`config.mk`:
```
export PLATFORM = sky130hd
export DESIGN_NAME = kempston_mouse_port
export DESIGN_NICKNAME = d
export VERILOG_FILES = /design/src/rtl/kempston_mouse_pkg.sv /design/src/rtl/zx_bus_sync.sv /design/src/rtl/kempston_mouse_port.sv
export SDC_FILE = /design/constraint.sdc
export NUM_CORES = 1
export LEC_CHECK = 0
export BUFFER_PORTS_ARGS = -buffer_cell sky130_fd_sc_hd__buf_2
export CAP_MARGIN = 5
export CORE_MARGIN = 2
export CORE_UTILIZATION = 46
export CTS_CLUSTER_SIZE = 16
export DETAILED_ROUTE_END_ITERATION = 8
export PLACE_DENSITY_LB_ADDON = 0.12
export SLEW_MARGIN = 25
export SYNTH_ARGS = -nofsm -noshare
export SYNTH_HDL_FRONTEND = slang
export SYNTH_HIERARCHICAL = 1
export SYNTH_SLANG_ARGS = --single-unit
```
`constraint.sdc`:
```
create_clock -name clk_peripheral -period 2.02 [get_ports clk_peripheral]
set_clock_uncertainty 0.2 [all_clocks]
set_input_delay 0.101 -clock clk_peripheral [delete_from_list [all_inputs] [get_ports clk_peripheral]]
set_output_delay 0.101 -clock clk_peripheral [all_outputs]
set_load 0.01 [all_outputs]
```
`src/rtl/kempston_mouse_pkg.sv`:
```
// kempston_mouse_pkg: shared port addresses, FSM/select encodings and button byte helper
package kempston_mouse_pkg;
  localparam logic [15:0] DEF_PORT_X   = 16'hFBDF;
  localparam logic [15:0] DEF_PORT_Y   = 16'hFFDF;
  localparam logic [15:0] DEF_PORT_BTN = 16'hFADF;
  typedef enum logic [1:0] {IDLE, SNAP, DRIVE, RELEASE} state_t;
  typedef enum logic [1:0] {SEL_X, SEL_Y, SEL_BTN} sel_t;
  // Kempston button byte: active-low buttons in [2:0], bit 3 always 1, hi nibble supplied by caller
  function automatic logic [7:0] btn_byte(input logic [2:0] button, input logic swap, input logic [3:0] hi);
    logic l, r;
    l = swap ? button[1] : button[0];
    r = swap ? button[0] : button[1];
    return {hi, 1'b1, ~button[2], ~l, ~r};
  endfunction
endpackage

```
`src/rtl/zx_bus_sync.sv`:
```
// zx_bus_sync: per-strobe synchronisers for IORQ/RD/M1, combined read request and its rising edge
module zx_bus_sync #(
  parameter int STAGES = 2
) (
  input  logic clk,
  input  logic rst,
  input  logic iorq_n,
  input  logic rd_n,
  input  logic m1_n,
  output logic req,
  output logic rise
);
  logic [STAGES-1:0] iorq_s, rd_s, m1_s;
  logic prev;
  // chains and edge history preset to "read asserted" so a read in flight across reset is never answered
  always_ff @(posedge clk or posedge rst) begin
    if (rst) begin
      iorq_s <= '0;
      rd_s   <= '0;
      m1_s   <= '1;
      prev   <= 1'b1;
    end else begin
      iorq_s <= {iorq_s[STAGES-2:0], iorq_n};
      rd_s   <= {rd_s[STAGES-2:0], rd_n};
      m1_s   <= {m1_s[STAGES-2:0], m1_n};
      prev   <= req;
    end
  end
  assign req  = !iorq_s[STAGES-1] && !rd_s[STAGES-1] && m1_s[STAGES-1];
  assign rise = req && !prev;
endmodule

```
`src/rtl/kempston_mouse_port.sv`:
```
// kempston_mouse_port: Z80 Kempston mouse read ports with atomic snapshot; KMOUSE_WHEEL_EN puts wheel in button byte
module kempston_mouse_port
  import kempston_mouse_pkg::*;
#(
  parameter logic [15:0] PORT_X      = DEF_PORT_X,
  parameter logic [15:0] PORT_Y      = DEF_PORT_Y,
  parameter logic [15:0] PORT_BTN    = DEF_PORT_BTN,
  parameter int          SYNC_STAGES = 2,
  parameter int          TIMEOUT     = 255
) (
  input  logic        clk_peripheral,
  input  logic        reset,
  input  logic [7:0]  x,
  input  logic [7:0]  y,
  input  logic [2:0]  button,
  input  logic [3:0]  wheel,
  input  logic        enable,
  input  logic        swap_buttons,
  input  logic [15:0] cpu_a,
  input  logic        cpu_iorq_n,
  input  logic        cpu_rd_n,
  input  logic        cpu_m1_n,
  output logic [7:0]  data_o,
  output logic        data_oe,
  output logic        busy
);
  localparam int CW = $clog2(TIMEOUT + 1);
  state_t        state, state_n;
  sel_t          sel, sel_d;
  logic          req, rise, hit;
  logic [3:0]    hi;
  logic [7:0]    btn, snap_x, snap_y, snap_btn;
  logic [CW-1:0] cnt;
`ifdef KMOUSE_WHEEL_EN
  assign hi = wheel;
`else
  logic unused_wheel;
  assign unused_wheel = ^wheel;
  assign hi = 4'hF;
`endif
  zx_bus_sync #(.STAGES(SYNC_STAGES)) u_sync (
    .clk(clk_peripheral),
    .rst(reset),
    .iorq_n(cpu_iorq_n),
    .rd_n(cpu_rd_n),
    .m1_n(cpu_m1_n),
    .req(req),
    .rise(rise)
  );
  assign btn   = btn_byte(button, swap_buttons, hi);
  assign hit   = cpu_a == PORT_X || cpu_a == PORT_Y || cpu_a == PORT_BTN;
  assign sel_d = cpu_a == PORT_Y ? SEL_Y : cpu_a == PORT_BTN ? SEL_BTN : SEL_X;
  // state register, address select at read start, drive-cycle counter and field snapshot
  always_ff @(posedge clk_peripheral or posedge reset) begin
    if (reset) begin
      state    <= IDLE;
      sel      <= SEL_X;
      cnt      <= '0;
      snap_x   <= 8'h00;
      snap_y   <= 8'h00;
      snap_btn <= 8'hFF;
    end else begin
      state <= state_n;
      cnt   <= state == DRIVE ? cnt + CW'(1) : '0;
      if (state == IDLE && rise) sel <= sel_d;
      if (state == SNAP) begin
        snap_x   <= x;
        snap_y   <= y;
        snap_btn <= btn;
      end
    end
  end
  // next state and bus outputs; only DRIVE puts a byte on the bus
  always_comb begin
    state_n = state;
    data_oe = state == DRIVE;
    busy    = state != IDLE;
    data_o  = !data_oe ? 8'hFF : sel == SEL_X ? snap_x : sel == SEL_Y ? snap_y : snap_btn;
    case (state)
      IDLE:    state_n = rise && enable && hit ? SNAP : IDLE;
      SNAP:    state_n = DRIVE;
      DRIVE:   state_n = !req || cnt == CW'(TIMEOUT - 1) ? RELEASE : DRIVE;
      RELEASE: state_n = req ? RELEASE : IDLE;
      default: state_n = IDLE;
    endcase
  end
endmodule
```
==> run metrics <==
Leak between 1 and 1.5 nW; synthesized flop and latch total 38; Area Growth Syn to Fin 44.40%; DIE AREA a little over 0.004 mm^2; WL met1 roughly 1500 um; number of H-tree levels 2; Seq pwr share between 40% and 50%; post-CTS setup repair buffer count 0; Initial Utilization ~50%; r2r setup slk about 180 ps; status complete, no violations; total number of vias approximately 1300; Async S/R FF share, synth 100.0%; critical path launch point type input pin; # setup viols final 0; FF/Latch Area around 960 um^2; Mapped Area 0.001677 mm^2; pwr/cell area approximately 1100 mW/mm^2; final antenna-violating net count 0; GRT Residual Overflow 0; Synth Flop Type dfrtp_1; EDFF count, synth 0; Mapped Nets approximately 190; P_int about 0.0018 W; initial antenna violation count 0; largest cells by area after synthesis dfrtp_1 48%, mux2_2 14%, dfstp_2 9.4%; Tmin final 1929 ps; first-pass GRT wire length around 6000 um; Comb pwr share between 30% and 40%; Setup TNS 0 ps; Clock Pin Slew Worst Setup and Hold Paths roughly 100 ps; # nets final ~280; HPWL Detailed between 2000 and 2500 um; Clk Latency, worst-skew pair between 300 and 400 ps; CP max FO 3; worst hold slack between 40 and 50 ps; footprint of the multi-input gates between 600 and 700 um^2; metal3 WL about 180 um; max-cap violations 0; Routed WL ~3700 um; WP data arrival 1980 ps; top-count cell post-synth dfrtp_1; NetSw between 0.0008 and 0.0009 W; clk sinks 38; die width between 60 and 70 um; Slew @ Worst Pin about 390 ps; Yosys top cell area share 47.76%; count of different cell masters after synthesis 26; Antenna diodes 0; RSZ-0062 raised after global routing no; CP required slightly above 2000 ps; share of cells above drive strength 1 39.57%; root buf cell clkbuf_4; final period utilization approximately 95%; number of CTS-inserted buffers 5; Iter 0 DRT Violations 23; Pins Over Slew Limit 0; Buffers on Ports between 50 and 60; uppermost layer routed met4; CORE AREA 0.003416 mm^2; Die H 64.37 um; IO Pins 56; Commonest cells post-synth 32 x dfrtp_1, 21 x mux2_2, 17 x nand2_1; vias in the first global route 1437; worst-case clock buffer depth 2; sequential area share after synthesis between 50% and 60%; DR pass1 iterations 2; CP Capture Type register; average cell area after synthesis between 10 and 15 um^2; row cnt 21; overall routing resource usage about a fifth; largest net degree at the start of global routing 32; Fill cells between 200 and 300; TritonCTS clock tree done; Final GP Congestion about 0.69; Residual DRC 0; Avg WL per Cell 13.01 um; Switching Fraction between 30% and 40%; met2 WL 1897 um; final-report hold violation count 0; worst vdd ir slightly above 0.7 mV; CP Class in -> reg; synth warn 6; Vias per Instance 4.783; headroom to the max-slew limit between 70% and 80%; Clk pwr share a little over an eighth; Max Freq 518.5 MHz; cell taking the most area after synthesis dfrtp_1; Worst Hold Class in -> async; Synth Instances approximately 140
[per-layer routing]
metal  track usage [%]  vias to the layer above
li1                  -                      664
met1             20.88                      633
met2             36.72                       41
met3             5.810                        6
met4             7.181                        0
met5                 0                        -
[per-stage QoR]
stage               cells  worst slack [ps]  power (W)  instance area, um^2  util (%)
CTS                   279             34.00   0.002663                 2401     70.29
global placement      236             240.2   0.002194                 2001     58.57
finish                281             91.26   0.002646                 2421     70.88
global route          281             48.37   0.002849                 2421     70.88
detailed placement    236             212.3   0.002251                 2001     58.57
floorplan             139             312.0   0.001921                 1677         -
[cells in the final DEF, fill, tap and decap left out]
cell           Yosys  final
a31o_2             1      1
xnor2_1            1      1
mux2i_1            8      8
a21oi_1            1      1
nor4b_2            1      1
o21ai_1            0      1
o31ai_2            1      1
buf_2              3     51
dfrtp_2            0      1
nand3_1            4      4
nor2_1            10     10
nand2b_1           1      1
clkbuf_1           1      3
mux2_2            21     21
nand4_1            4      4
inv_1              7      7
xor2_1             5      5
dfrtp_1           32     31
and3_1             1      1
and4b_1            1      1
dfstp_2            6      6
o21ai_0            7      6
nand2_1           17     17
nor2_2             1      1
ha_1               2      2
and4_1             1      1
buf_4              0      4
dlygate4sd3_1      0     37
or4_4              1      1
nor3b_1            1      1
clkbuf_4           0      5
[timing repair]
item / 4_1_cts / 5_1_grt
resized for setup: 1 / 1
hold buffers: 35 / 4
setup endpoints to repair: 2 / 2
hold endpoints to repair: 63 / 3
pin swaps: 0 / 2
[cells by family after synthesis]
kind of cell    Yosys count  share of synthesized area, %
flops                    38                         57.16
buf+inv                  11                         2.686
mux                      29                         18.88
compound gates           10                         3.656
xor+xnor                  6                         3.134
fa+ha+maj                 2                         1.492
simple gates             43                         12.99
[sequential cells by signal, summed over array words and instances (netlist names)]
name           cells
u_sync/iorq_s      2
snap_x             8
cnt                8
snap_y             8
state              2
snap_btn           3
u_sync/rd_s        2
u_sync/prev        1
sel                2
u_sync/m1_s        2
[critical path: stages]
cell	delay [ps]
dlygate4sd3_1	510
buf_2	90
nand4_1	60
dlygate4sd3_1	560
or4_4	430
o31ai_2	220
[area by class of cell]
class                      count  share of cell area (%)
tap                           46                   2.377
timing repair buffer          92                   27.08
sequential                    38                   39.64
inverter                       7                   1.085
clock buffer                   8                   2.016
multi-input combinational     90                   27.80
[final timing paths]
kind,startpoint,endpoint,cells past startpoint
worst max-delay path,cpu_a[12],sel[1],6
worst min-delay path,reset,u_sync/iorq_s[0],3
worst max register to register,u_sync/m1_s[1],sel[1],4
worst min register to register,u_sync/rd_s[0],u_sync/rd_s[1],0
max in group asynchronous,reset,snap_btn[2],4
min in group clk_peripheral,cpu_a[5],sel[1],5
[power by group through the flow]
stage | Combinational, W | Clock, W | Sequential (W)
2_1_floorplan | 0.000762 | 0 | 0.00116
3_3_place_gp | 0.000948 | 0 | 0.00125
3_5_place_dp | 0.000982 | 0 | 0.00127
4_1_cts | 0.00103 | 0.000377 | 0.00125
5_1_grt | 0.00114 | 0.000412 | 0.00129
6_report | 0.00103 | 0.000361 | 0.00126
Note: power is estimated with default switching activity, not from simulation.
